## src/rtl/popcount_pkg.sv

```systemverilog
// Shared types and helpers for the popcount stimulus expander family.
package popcount_pkg;

  localparam int WIDTH_DEF  = 12;
  localparam int THERMO_MAX = 256;

  typedef enum logic {
    IDLE = 1'b0,
    EMIT = 1'b1
  } state_t;

  function automatic int cw_f(input int width);
    return $clog2(width + 1);
  endfunction

  // Counts above width saturate to an all-ones code of that width.
  function automatic logic [THERMO_MAX-1:0] thermo(input int unsigned k, input int unsigned width);
    logic [THERMO_MAX-1:0] t;
    t = '0;
    for (int unsigned i = 0; i < THERMO_MAX; i++) begin
      if (i < k && i < width) t[i] = 1'b1;
    end
    return t;
  endfunction

endpackage

```

## src/rtl/popcount_thermo_rot.sv

```systemverilog
// Combinational rotl(thermo(k), rot); rot must be below WIDTH.
module popcount_thermo_rot
  import popcount_pkg::*;
#(
  parameter int WIDTH = WIDTH_DEF,
  parameter int CW    = cw_f(WIDTH),
  parameter int RW    = (WIDTH > 1) ? $clog2(WIDTH) : 1
) (
  input  logic [CW-1:0]    k_i,
  input  logic [RW-1:0]    rot_i,
  output logic [WIDTH-1:0] vec_o
);

  logic [WIDTH-1:0] therm;

  assign therm = WIDTH'(thermo(32'(k_i), WIDTH));
  // Shift by WIDTH when rot is zero yields zero, so no special case is needed.
  assign vec_o = (therm << rot_i) | (therm >> (WIDTH - int'(rot_i)));

endmodule

```

## src/rtl/popcount_unary_expander.sv

```systemverilog
// Expands an accepted count k into BEATS rotating thermometer vectors with popcount k.
// Beat 0 is registered at the accepting edge; all outputs hold while out_ready is low.
module popcount_unary_expander
  import popcount_pkg::*;
#(
  parameter int WIDTH = WIDTH_DEF,
  parameter int CW    = cw_f(WIDTH),
  parameter int BEATS = 12,
  parameter int STEP  = 1
) (
  input  logic             clk,
  input  logic             rst_n,
  input  logic             in_valid,
  output logic             in_ready,
  input  logic [CW-1:0]    in_count,
  output logic             out_valid,
  input  logic             out_ready,
  output logic [WIDTH-1:0] out_vec,
  output logic [CW-1:0]    out_count,
  output logic             out_last,
  output logic             out_sat,
  output logic             busy
);

  localparam int BW = (BEATS > 1) ? $clog2(BEATS) : 1;
  localparam int RW = (WIDTH > 1) ? $clog2(WIDTH) : 1;

  state_t           state_q, state_d;
  logic [CW-1:0]    k_q, k_d;
  logic             sat_q, sat_d;
  logic [RW-1:0]    rot_q, rot_d;
  logic [BW-1:0]    beat_q, beat_d;
  logic [WIDTH-1:0] vec_q, vec_d, vec_rot;
  logic             last_q, last_d;
  logic             out_fire, in_fire;
  logic [RW:0]      rot_sum;

  assign out_valid = (state_q == EMIT);
  assign busy      = (state_q == EMIT);
  assign out_vec   = vec_q;
  assign out_count = k_q;
  assign out_last  = last_q;
  assign out_sat   = sat_q;

  assign out_fire = out_valid && out_ready;
  // Only open mid-EMIT on the final handshake, which makes back-to-back bursts bubble-free.
  assign in_ready = rst_n && ((state_q == IDLE) || (out_fire && last_q));
  assign in_fire  = in_valid && in_ready;
  assign rot_sum  = {1'b0, rot_q} + (RW+1)'(STEP);

  always_comb begin
    state_d = state_q;
    k_d     = k_q;
    sat_d   = sat_q;
    rot_d   = rot_q;
    beat_d  = beat_q;
    if (in_fire) begin
      state_d = EMIT;
      sat_d   = (in_count > CW'(WIDTH));
      k_d     = sat_d ? CW'(WIDTH) : in_count;
      rot_d   = '0;
      beat_d  = '0;
    end else if (out_fire) begin
      if (last_q) begin
        state_d = IDLE;
      end else begin
        beat_d = beat_q + BW'(1);
        rot_d  = (rot_sum >= (RW+1)'(WIDTH)) ? RW'(rot_sum - (RW+1)'(WIDTH)) : rot_sum[RW-1:0];
      end
    end
    last_d = (state_d == EMIT) && (beat_d == BW'(BEATS - 1));
    vec_d  = (state_d == EMIT) ? vec_rot : '0;
  end

  popcount_thermo_rot #(
    .WIDTH (WIDTH),
    .CW    (CW),
    .RW    (RW)
  ) u_thermo_rot (
    .k_i   (k_d),
    .rot_i (rot_d),
    .vec_o (vec_rot)
  );

  always_ff @(posedge clk or negedge rst_n) begin
    if (!rst_n) begin
      state_q <= IDLE;
      k_q     <= '0;
      sat_q   <= 1'b0;
      rot_q   <= '0;
      beat_q  <= '0;
      vec_q   <= '0;
      last_q  <= 1'b0;
    end else begin
      state_q <= state_d;
      k_q     <= k_d;
      sat_q   <= sat_d;
      rot_q   <= rot_d;
      beat_q  <= beat_d;
      vec_q   <= vec_d;
      last_q  <= last_d;
    end
  end

endmodule

```

## config.mk

```make
export PLATFORM = sky130hd
export DESIGN_NAME = popcount_unary_expander
export DESIGN_NICKNAME = d
export VERILOG_FILES = /design/src/rtl/popcount_pkg.sv /design/src/rtl/popcount_thermo_rot.sv /design/src/rtl/popcount_unary_expander.sv
export SDC_FILE = /design/constraint.sdc
export NUM_CORES = 1
export LEC_CHECK = 0
export ABC_CLOCK_PERIOD_IN_PS = 8400
export BUFFER_PORTS_ARGS = -buffer_cell sky130_fd_sc_hd__buf_2
export CAP_MARGIN = 20
export CORE_MARGIN = 2
export CORE_UTILIZATION = 55
export CTS_CLUSTER_DIAMETER = 150
export DETAILED_ROUTE_END_ITERATION = 10
export PLACE_DENSITY = 0.76
export SYNTH_ARGS = -nofsm -noshare
export SYNTH_HDL_FRONTEND = slang
export SYNTH_HIERARCHICAL = 1
export SYNTH_SLANG_ARGS = --single-unit
```

## constraint.sdc

```tcl
create_clock -name clk -period 8.4 [get_ports clk]
set_input_delay 0.42 -clock clk [delete_from_list [all_inputs] [get_ports clk]]
set_output_delay 0.42 -clock clk [all_outputs]
set_load 0.005 [all_outputs]
```

==> impl_results.md <==
* Final Max Slew Viols at 0
* I/O pin cnt at 29
* Fmax at 264.1 MHz
* WP data arrival at 3960 ps
* WL final at 5.381 mm
* YS warnings at 6
* Placed cell area at 2391 um^2
* CTS H-Tree Depth at 1
* Layout Nets at 304
* Area of the multi-input gates at 1419 um^2
* R2R Setup Slk at 4710 ps
* #FFs+latches synth at 27
* Final hold vios at 0
* Routability-driven placement congestion ratio at 0.9087
* Max-cap violations at 0
* Worst rel slew slack at 0.3656
* CTS tree: yes
* Cells on worst reg2reg path at 11
* Initial antenna violation count at 0
* Place WS at 4390 ps
* CP most frequent cell: a21oi_1
* Top_reg_cell synth: dfrtp_1
* Period Utilization, post-route at 0.4508
* Vias post-DR at 2157
* Area grow syn2layout at 6.916%
* Via density at 6.344
* Cts repair resizes at 0
* Outcome: completed
* Most frequent cells in the layout: 28 x buf_2, 27 x dfrtp_1, 25 x a21oi_1
* Layout cells sized above 1 at 0.1966
* Setup-failing EPs final at 0
* CP max-delay cell: a21oi_1
* Setup CP Type: primary input to flip-flop
* Most common cell after layout, fill and taps aside: buf_2
* Post-synth ARST share at 1.000
* Cell area after layout at 2437 um^2
* Worst Path Max Fanout at 29
* Unrepaired setup endpoints after global routing: false
* WL/cell at 15.83 um
* Number of global-route vias before repair at 1855
* Starting DRT DRC Count at 164
* Antenna-violating nets left at 0
* Clock transition at path regs at 100 ps
* Mapped cell area at 2280 um^2
* CP Cell Sequence: buf_2 -> nand2_1 -> a21oi_1 -> buf_4 -> a21oi_1 -> inv_1 -> ha_1 -> inv_1 -> o31ai_2 -> a21oi_1 -> a2111oi_0 -> nor4_1 -> and2_1
* FF-to-FF End: out_vec[2]$_DFF_PN0_
* CTS Buf Count at 3
* Final min period at 3787 ps
* HPWL Detailed at 3.851 mm
* Worst endpoint required time at 8570 ps
* Setup Buffers After CTS at 0
* CP top delay family: compound AO/OA/AOI/OAI gates
* Startpoint Class: primary input
* CTS root buffer: clkbuf_8
* Full die area at 4676 um^2
* Clk_lat worst skew at 270 ps
* Critical path buffer and inverter count at 4
* Slew @ Worst Pin at 951.6 ps
* Number of synthesized flops with an enable pin at 0
* Die height at 68.38 um
* Bufs on Longest Clock Path at 2
* Drt drc at 0
* Total Routing Usage GR at 0.2419
* IO Port Bufs at 28
* Worst r2r src: out_last$_DFF_PN0_
* Syn Inst Count at 276
* Register area at 675.6 um^2
* First-pass GRT wire length at 8.625 mm
* Clock Skew at 11.89 ps
* Clock sinks at 27
* Initial core utilization at 0.5699
* Die span in x at 68.38 um
* Hold Path Class: primary input to asynchronous set/reset pin
* Core area at 4000 um^2
* CP Capture Type: flip-flop
* # diodes at 0
* Post-Syn Nets at 289
* Critical Path Max Stage Delay at 740 ps
* Largest net degree at the start of global routing at 30
* Sequential element share of the synthesized area at 0.2964
* Drt pass-1 iters at 5
* Average cell area after synthesis at 8.260 um^2
* Setup TNS at 0 ps
* Row count at 23
* Worst path depth at 13
* Gr ovfl total at 0
* Unique masters post-synth at 65
* Fin worst setup slack at 4613 ps
* # hold bufs at CTS at 0
* Fillers at 363
==> per-layer routing <==
metal | track usage | part of all wire
met5 | 0 | 0
met3 | 0.01974 | 0.074
met1 | 0.3354 | 0.44
met4 | 0.08250 | 0.020
met2 | 0.3942 | 0.46
==> kinds of logic (layout without fill, tap and decap cells) <==
group                      count (synthesis)  in the layout  synth area share
buffers and inverters                     38             52           0.08452
AOI/OAI and AO/OA                        101            101            0.3107
and+or+nand+nor                           89             89            0.2130
muxes                                      5              5           0.02415
adders and majority gates                  7              7           0.03677
xor gates and xnor gates                   9              9           0.03457
DFF                                       27             27            0.2964
==> how the worst max path moves through the flow <==
stage	slack, ps	from	to
2_1_floorplan	5380	out_ready	out_vec[1]$_DFF_PN0_
3_3_place_gp	4490	rst_n	out_vec[1]$_DFF_PN0_
3_5_place_dp	4390	rst_n	out_vec[1]$_DFF_PN0_
4_1_cts	4670	rst_n	out_vec[2]$_DFF_PN0_
5_1_grt	4250	rst_n	out_vec[2]$_DFF_PN0_
6_report	4610	rst_n	out_vec[2]$_DFF_PN0_
==> area by class of cell <==
| cell class | count | area share |
|---|---|---|
| clock inverters | 1 | 0.002053 |
| clock buffers | 3 | 0.01694 |
| well taps | 50 | 0.02567 |
| repair buffers | 33 | 0.07290 |
| flip-flops and latches | 27 | 0.2772 |
| multi-input cells | 211 | 0.5821 |
| inverters | 15 | 0.02310 |
==> flip-flops by register name, indices dropped and copies added, names as in the netlist <==
register / flops
out_last: 1
out_count: 4
beat_q: 4
out_sat: 1
out_vec: 12
busy: 1
rot_q: 4
==> per-stage QoR <==
step                instances    util  hold slack (ps)
finish                    340  0.6093            160.3
global route              340  0.6093            207.8
CTS                       340  0.6093            173.3
detailed placement        336  0.5977            477.2
global placement          336  0.5977            468.6
floorplan                 276       -            124.4
==> cells in the mapped netlist, types with 4 or more instances <==
cell type | instances | area (um^2)
buf_2 | 10 | 50.05
mux2_2 | 4 | 45.04
a21oi_1 | 25 | 125.1
nand2b_1 | 5 | 31.28
xor2_1 | 5 | 43.79
inv_1 | 15 | 56.30
a21o_1 | 4 | 30.03
o21ai_0 | 22 | 110.1
buf_4 | 6 | 45.04
nor2_1 | 19 | 71.32
nand2_1 | 19 | 71.32
xnor2_1 | 4 | 35.03
clkbuf_1 | 5 | 18.77
o211ai_1 | 5 | 37.54
dfrtp_1 | 27 | 675.7
nand3_1 | 7 | 35.03
and2_1 | 13 | 81.33
ha_1 | 5 | 62.56
a211oi_1 | 6 | 45.04
Power is left out: the tool's default activity adds up to more than one toggle a clock period on the data nets, which glitch-free logic cannot reach.
